===== config.mk =====
export PLATFORM = sky130hd
export DESIGN_NAME = reg_file_sb
export DESIGN_NICKNAME = d
export VERILOG_FILES = /design/src/rtl/reg_file_sb.sv
export SDC_FILE = /design/constraint.sdc
export NUM_CORES = 2
export LEC_CHECK = 0
export ABC_AREA = 0
export CORE_ASPECT_RATIO = 0.5
export CORE_UTILIZATION = 41
export DETAILED_ROUTE_END_ITERATION = 8
export SETUP_SLACK_MARGIN = 0.2
export SLEW_MARGIN = 20
export SYNTH_ARGS = -nofsm -noshare
export SYNTH_HDL_FRONTEND = slang
export SYNTH_SLANG_ARGS = --single-unit

===== constraint.sdc =====
create_clock -name clock -period 44.4 [get_ports clock]
set_input_delay 8.88 -clock clock [delete_from_list [all_inputs] [get_ports clock]]
set_output_delay 8.88 -clock clock [all_outputs]
set_load 0.005 [all_outputs]

===== src/rtl/reg_file_sb.sv =====
// rtl/reg_file_sb.sv - register file with per-register busy scoreboard and write forwarding
module reg_file_sb #(
    parameter int XLEN   = 32,
    parameter int NREGS  = 32,
    parameter int NRD    = 2,
    parameter int BYPASS = 1,
    localparam int AW    = $clog2(NREGS)
) (
    input  logic                clock,
    input  logic                reset,
    input  logic                WR_EN,
    input  logic                SET,
    input  logic                RESET,
    input  logic [AW-1:0]       write_select,
    input  logic [XLEN-1:0]     data_in,
    input  logic [NRD*AW-1:0]   rd_select,
    output logic [NRD*XLEN-1:0] rd_data,
    output logic [NRD-1:0]      rd_busy,
    input  logic                alloc_valid,
    input  logic [AW-1:0]       alloc_sel,
    output logic                alloc_ready,
    output logic [AW:0]         busy_count
);

    logic [XLEN-1:0] regs [NREGS];
    logic [NREGS-1:0] busy;
    logic [NREGS-1:0] busy_next;
    logic             commit;
    logic [XLEN-1:0]  commit_val;
    logic             alloc_acc;
    logic             count_inc;
    logic             count_dec;

    // A commit is any write/clear/set aimed at a real register; reset squashes it
    // so forwarded read data is also zero while reset is held.
    assign commit = (WR_EN || RESET || SET) && (write_select != '0) && !reset;

    // Value being committed: WR_EN beats RESET beats SET.
    always_comb begin
        commit_val = '0;
        if (WR_EN) begin
            commit_val = data_in;
        end else if (RESET) begin
            commit_val = '0;
        end else begin
            commit_val = XLEN'(1);
        end
    end

    // A busy register may be re-reserved only when its producer commits this cycle.
    assign alloc_ready = (alloc_sel == '0) || !busy[alloc_sel]
                       || (commit && (write_select == alloc_sel));
    assign alloc_acc   = alloc_valid && alloc_ready && (alloc_sel != '0);

    // Next busy vector: commit clears first, a same-register allocation then re-sets.
    always_comb begin
        busy_next = busy;
        if (commit) begin
            busy_next[write_select] = 1'b0;
        end
        if (alloc_acc) begin
            busy_next[alloc_sel] = 1'b1;
        end
        busy_next[0] = 1'b0;
    end

    // Count moves only on real 0->1 and 1->0 busy transitions.
    always_comb begin
        count_inc = alloc_acc && !busy[alloc_sel];
        count_dec = commit && busy[write_select]
                  && !(alloc_acc && (alloc_sel == write_select));
    end

    // Register storage; entry 0 is only ever loaded with zero.
    always_ff @(posedge clock or posedge reset) begin
        if (reset) begin
            for (int i = 0; i < NREGS; i++) begin
                regs[i] <= '0;
            end
        end else if (commit) begin
            regs[write_select] <= commit_val;
        end
    end

    // Scoreboard state: busy bits and their population count.
    always_ff @(posedge clock or posedge reset) begin
        if (reset) begin
            busy       <= '0;
            busy_count <= '0;
        end else begin
            busy       <= busy_next;
            busy_count <= busy_count + {{AW{1'b0}}, count_inc} - {{AW{1'b0}}, count_dec};
        end
    end

    // Combinational read ports with optional forwarding of the in-flight commit.
    for (genvar i = 0; i < NRD; i++) begin : g_rd
        logic [AW-1:0] sel;
        logic          hit;
        logic          same_alloc;

        assign sel        = rd_select[i*AW +: AW];
        assign hit        = (BYPASS != 0) && commit && (write_select == sel);
        assign same_alloc = alloc_acc && (alloc_sel == sel);

        assign rd_data[i*XLEN +: XLEN] = hit ? commit_val : regs[sel];
        assign rd_busy[i]              = busy[sel] && !(hit && !same_alloc);
    end

endmodule


==> impl_metrics.toml <==
[drt]
wl_per_cell_um = 27.5
route.vias.total = 39200
viasPerCell = 6.20
drc = 0
ant_nets = 0
drt_wl_total_um = 174000
drtPass1Iterations = 6
drt_first_iter_violations = 4631

[yosys]
yosysSeqAreaShare_pct = 47.8
synth_cell_types = 44
synthSimpleGateAreaFrac_pct = 8.20
synth.net_count = 4762
synth_compound_area_share_pct = 10.4
yosys.area_share.adder_pct = 0.171
syn_area_um2 = 55600
yosys-mux-area-fraction_pct = 28.7
synth-edff-count = 0
syn_area_per_cell_um2 = 11.8
synth_warnings = 0
synth-seq-cells = 1061
synth-xor-area-share_pct = 0.473
synth_top_family_by_area = "multiplexers"
synth_ff_type = "dfrtp_1"
netlist_instances = 4697
async_flop_share_pct = 100

[grt]
grt_use_total_pct = 25.8
antenna_found_initial = 1
gr-total-overflow = 0
grt_pass1_wl_um = 263000
grt_start_max_net_pins = 158
grt_pass1_vias = 39000

[cts]
path_clk_slew_ps = 60
cts_root_buf = "clkbuf_16"
cts_setup_buffers = 0
cts-htree-levels = 3
ctsHoldBuffers = 0
cts.sinks = 1061
worstSkewPairLatency_ps = 710
cts_tree = "built"
clockBufferDepth = 3
cts-resized-gates = 0
cts_inserted_buffers = 105

[hold_path]
whs_path_depth = 0
worstHoldPathType = "reg2reg"
holdCritStartpoint = "regs[1004]"
holdPathEnd = "regs[1004]"

[placed_design]
port_buffers = 130
gp_congestion = 0.864
dp_hpwl_um = 93000

[critical_path]
reg2reg_from = "busy[31]"
max_stage_delay_ps = 700
crit_fanout = 80
crit_type = "in2out"
cp-end-kind = "primary output"
cp_slowest_cell = "buf_8"
cp_cell_sequence = "buf_8 > buf_6 > buf_4 > buf_4 > mux4_2 > mux4_2 > mux2_2 > nand2_1 > o21ai_1 > clkdlybuf4s50_1"
critPathTopFamily = "buffers and inverters"
worstPathRequired_ps = 35520
reg2reg_depth = 13
r2r_slack_ps = 40930
setup.worst_path.start_class = "input port"
crit_arrival_ps = 13970
crit_buf_inv = 5
r2r_end = "busy_count[4]"

[sta]
timing.final.max_slew_violations = 0
fin_setup_tns_ps = 0
hold_viol_final = 0
finalSetupViolCount = 0
tightest_slew_ps = 1210
rsz0062_at_grt = "no"
period_needed_ps = 22850
worst_clock_skew_ps = 11.0
slew_headroom_pct = 19.4
post-route-period-util_pct = 51.5
fmax_ghz = 0.0438

[floorplanning]
initial_utilization_pct = 41.4
fp.dieW_um = 523
fp.dieH_um = 262
top_level_ports = 131
row_count = 95
core_um2 = 134000
die_area_um2 = 137000

[power_and_ir_drop]
vdd_drop_max_mv = 0.0266
p_int_mw = 1.84
power_switching_uw = 697
sw_frac_of_total_pct = 27.4
powerDensity_nw_per_um2 = 41.6
p_clk_share_pct = 36.0
seqPwrFrac_pct = 46.2
power_frac_comb_pct = 17.7
cellLeakagePower_nw = 25.5

[final_layout]
drive_gt1_share_pct = 22.6
final_cell_mix = "1092 x nand2_1, 1061 x dfrtp_1, 969 x o21ai_0"
layout_commonest_cell = "nand2_1"
syn_to_final_growth_pct = 9.90
nets = 4517
final_util_pct = 45.5
num-fill-cells = 12000

[flow_run]
maxCapViolations = 0

[run_status]
outcome = "completed"
[worst register-to-register path, stage by stage, from the launching register on]
cell,delay (ps)
dfrtp_1,420
mux2_2,290
a22oi_1,250
o2111ai_1,130
and2_1,260
or4_1,610
ha_1,310
inv_1,40
ha_1,200
fa_1,450
a21oi_1,160
nor2_1,50
nor2_1,110
xnor2_1,120
[flip-flops by register name (all words and copies together) (netlist names)]
name        cells
regs         1024
busy           31
busy_count      6
[Yosys cell counts (2+ instances only)]
cell type | n | share of area [%]
nand2_1 | 1131 | 7.6
dfrtp_1 | 1061 | 48
o21ai_0 | 969 | 8.7
mux4_2 | 668 | 27
clkbuf_1 | 399 | 2.7
o21ai_1 | 91 | 0.82
mux2_2 | 73 | 1.5
buf_2 | 56 | 0.50
buf_1 | 42 | 0.28
buf_4 | 35 | 0.47
a32o_1 | 30 | 0.54
xor2_1 | 18 | 0.28
nor2_1 | 12 | 0.081
nor3_1 | 12 | 0.11
xnor2_1 | 12 | 0.19
inv_1 | 11 | 0.074
buf_6 | 10 | 0.20
a21oi_1 | 7 | 0.063
ha_1 | 6 | 0.14
nor3b_1 | 6 | 0.081
mux2_1 | 5 | 0.10
mux2i_1 | 5 | 0.090
and2_1 | 3 | 0.034
and3_1 | 3 | 0.034
nand3_1 | 3 | 0.027
or3_1 | 3 | 0.034
a211oi_1 | 2 | 0.027
a22oi_1 | 2 | 0.027
a32oi_1 | 2 | 0.032
and3b_1 | 2 | 0.032
nand4_1 | 2 | 0.023
nor4b_2 | 2 | 0.054
o2111ai_1 | 2 | 0.032
o31a_1 | 2 | 0.032
[through the flow]
stage / instance area (um2) / setup slack, ps / power [mW] / std cells / hold WS [ps]
2_1_floorplan: 55600 / 5640 / 1.49 / 4697 / 441
3_3_place_gp: 57500 / 21200 / 1.62 / 6138 / 376
3_5_place_dp: 57500 / 21160 / 1.64 / 6138 / 383
4_1_cts: 61000 / 21170 / 2.55 / 6319 / 396
5_1_grt: 61100 / 21180 / 2.64 / 6320 / 414
6_report: 61100 / 21550 / 2.54 / 6321 / 395
[power by group through the flow]
stage / combinational (mW) / clock, mW / sequential, mW
global placement: 0.438 / 0 / 1.18
global route: 0.490 / 0.962 / 1.19
finish: 0.451 / 0.916 / 1.17
CTS: 0.451 / 0.927 / 1.17
detailed placement: 0.449 / 0 / 1.19
floorplan: 0.329 / 0 / 1.16
[layout make-up]
type	instances	area (um2)	area share (%)
sequential	1061	26600	43.5
timing repair buffer	190	1810	2.97
clock inverter	33	413	0.676
antenna	1	2.50	0.00410
inverter	11	48.8	0.0799
tap	1794	2240	3.68
multi-input combinational	3083	27000	44.2
clock buffer	148	3030	4.96
[cell families after synthesis]
logic type                 Yosys count
AOI/OAI and AO/OA                 1112
xor gates and xnor gates            30
adders and majority gates            7
buffers and inverters              553
DFF                               1061
muxes                              751
and+or+nand+nor                   1183
[how the worst max path moves through the flow]
stage | from | endpoint | cells after the start
6_report | rd_select[5] | rd_data[35] | 10
2_1_floorplan | reset | busy[10] | 1
3_5_place_dp | rd_select[5] | rd_data[43] | 10
3_3_place_gp | rd_select[5] | rd_data[35] | 10
5_1_grt | rd_select[5] | rd_data[43] | 10
4_1_cts | rd_select[5] | rd_data[43] | 10
[metal layers]
layer	global-route usage (%)	wire [um]	up-vias
met1	36.0	72100	20500
met4	9.01	6020	2
li1	-	-	16600
met3	5.15	14400	348
met5	0	7	-
met2	40.2	81300	1709
Power figures use the tool's default switching activity.
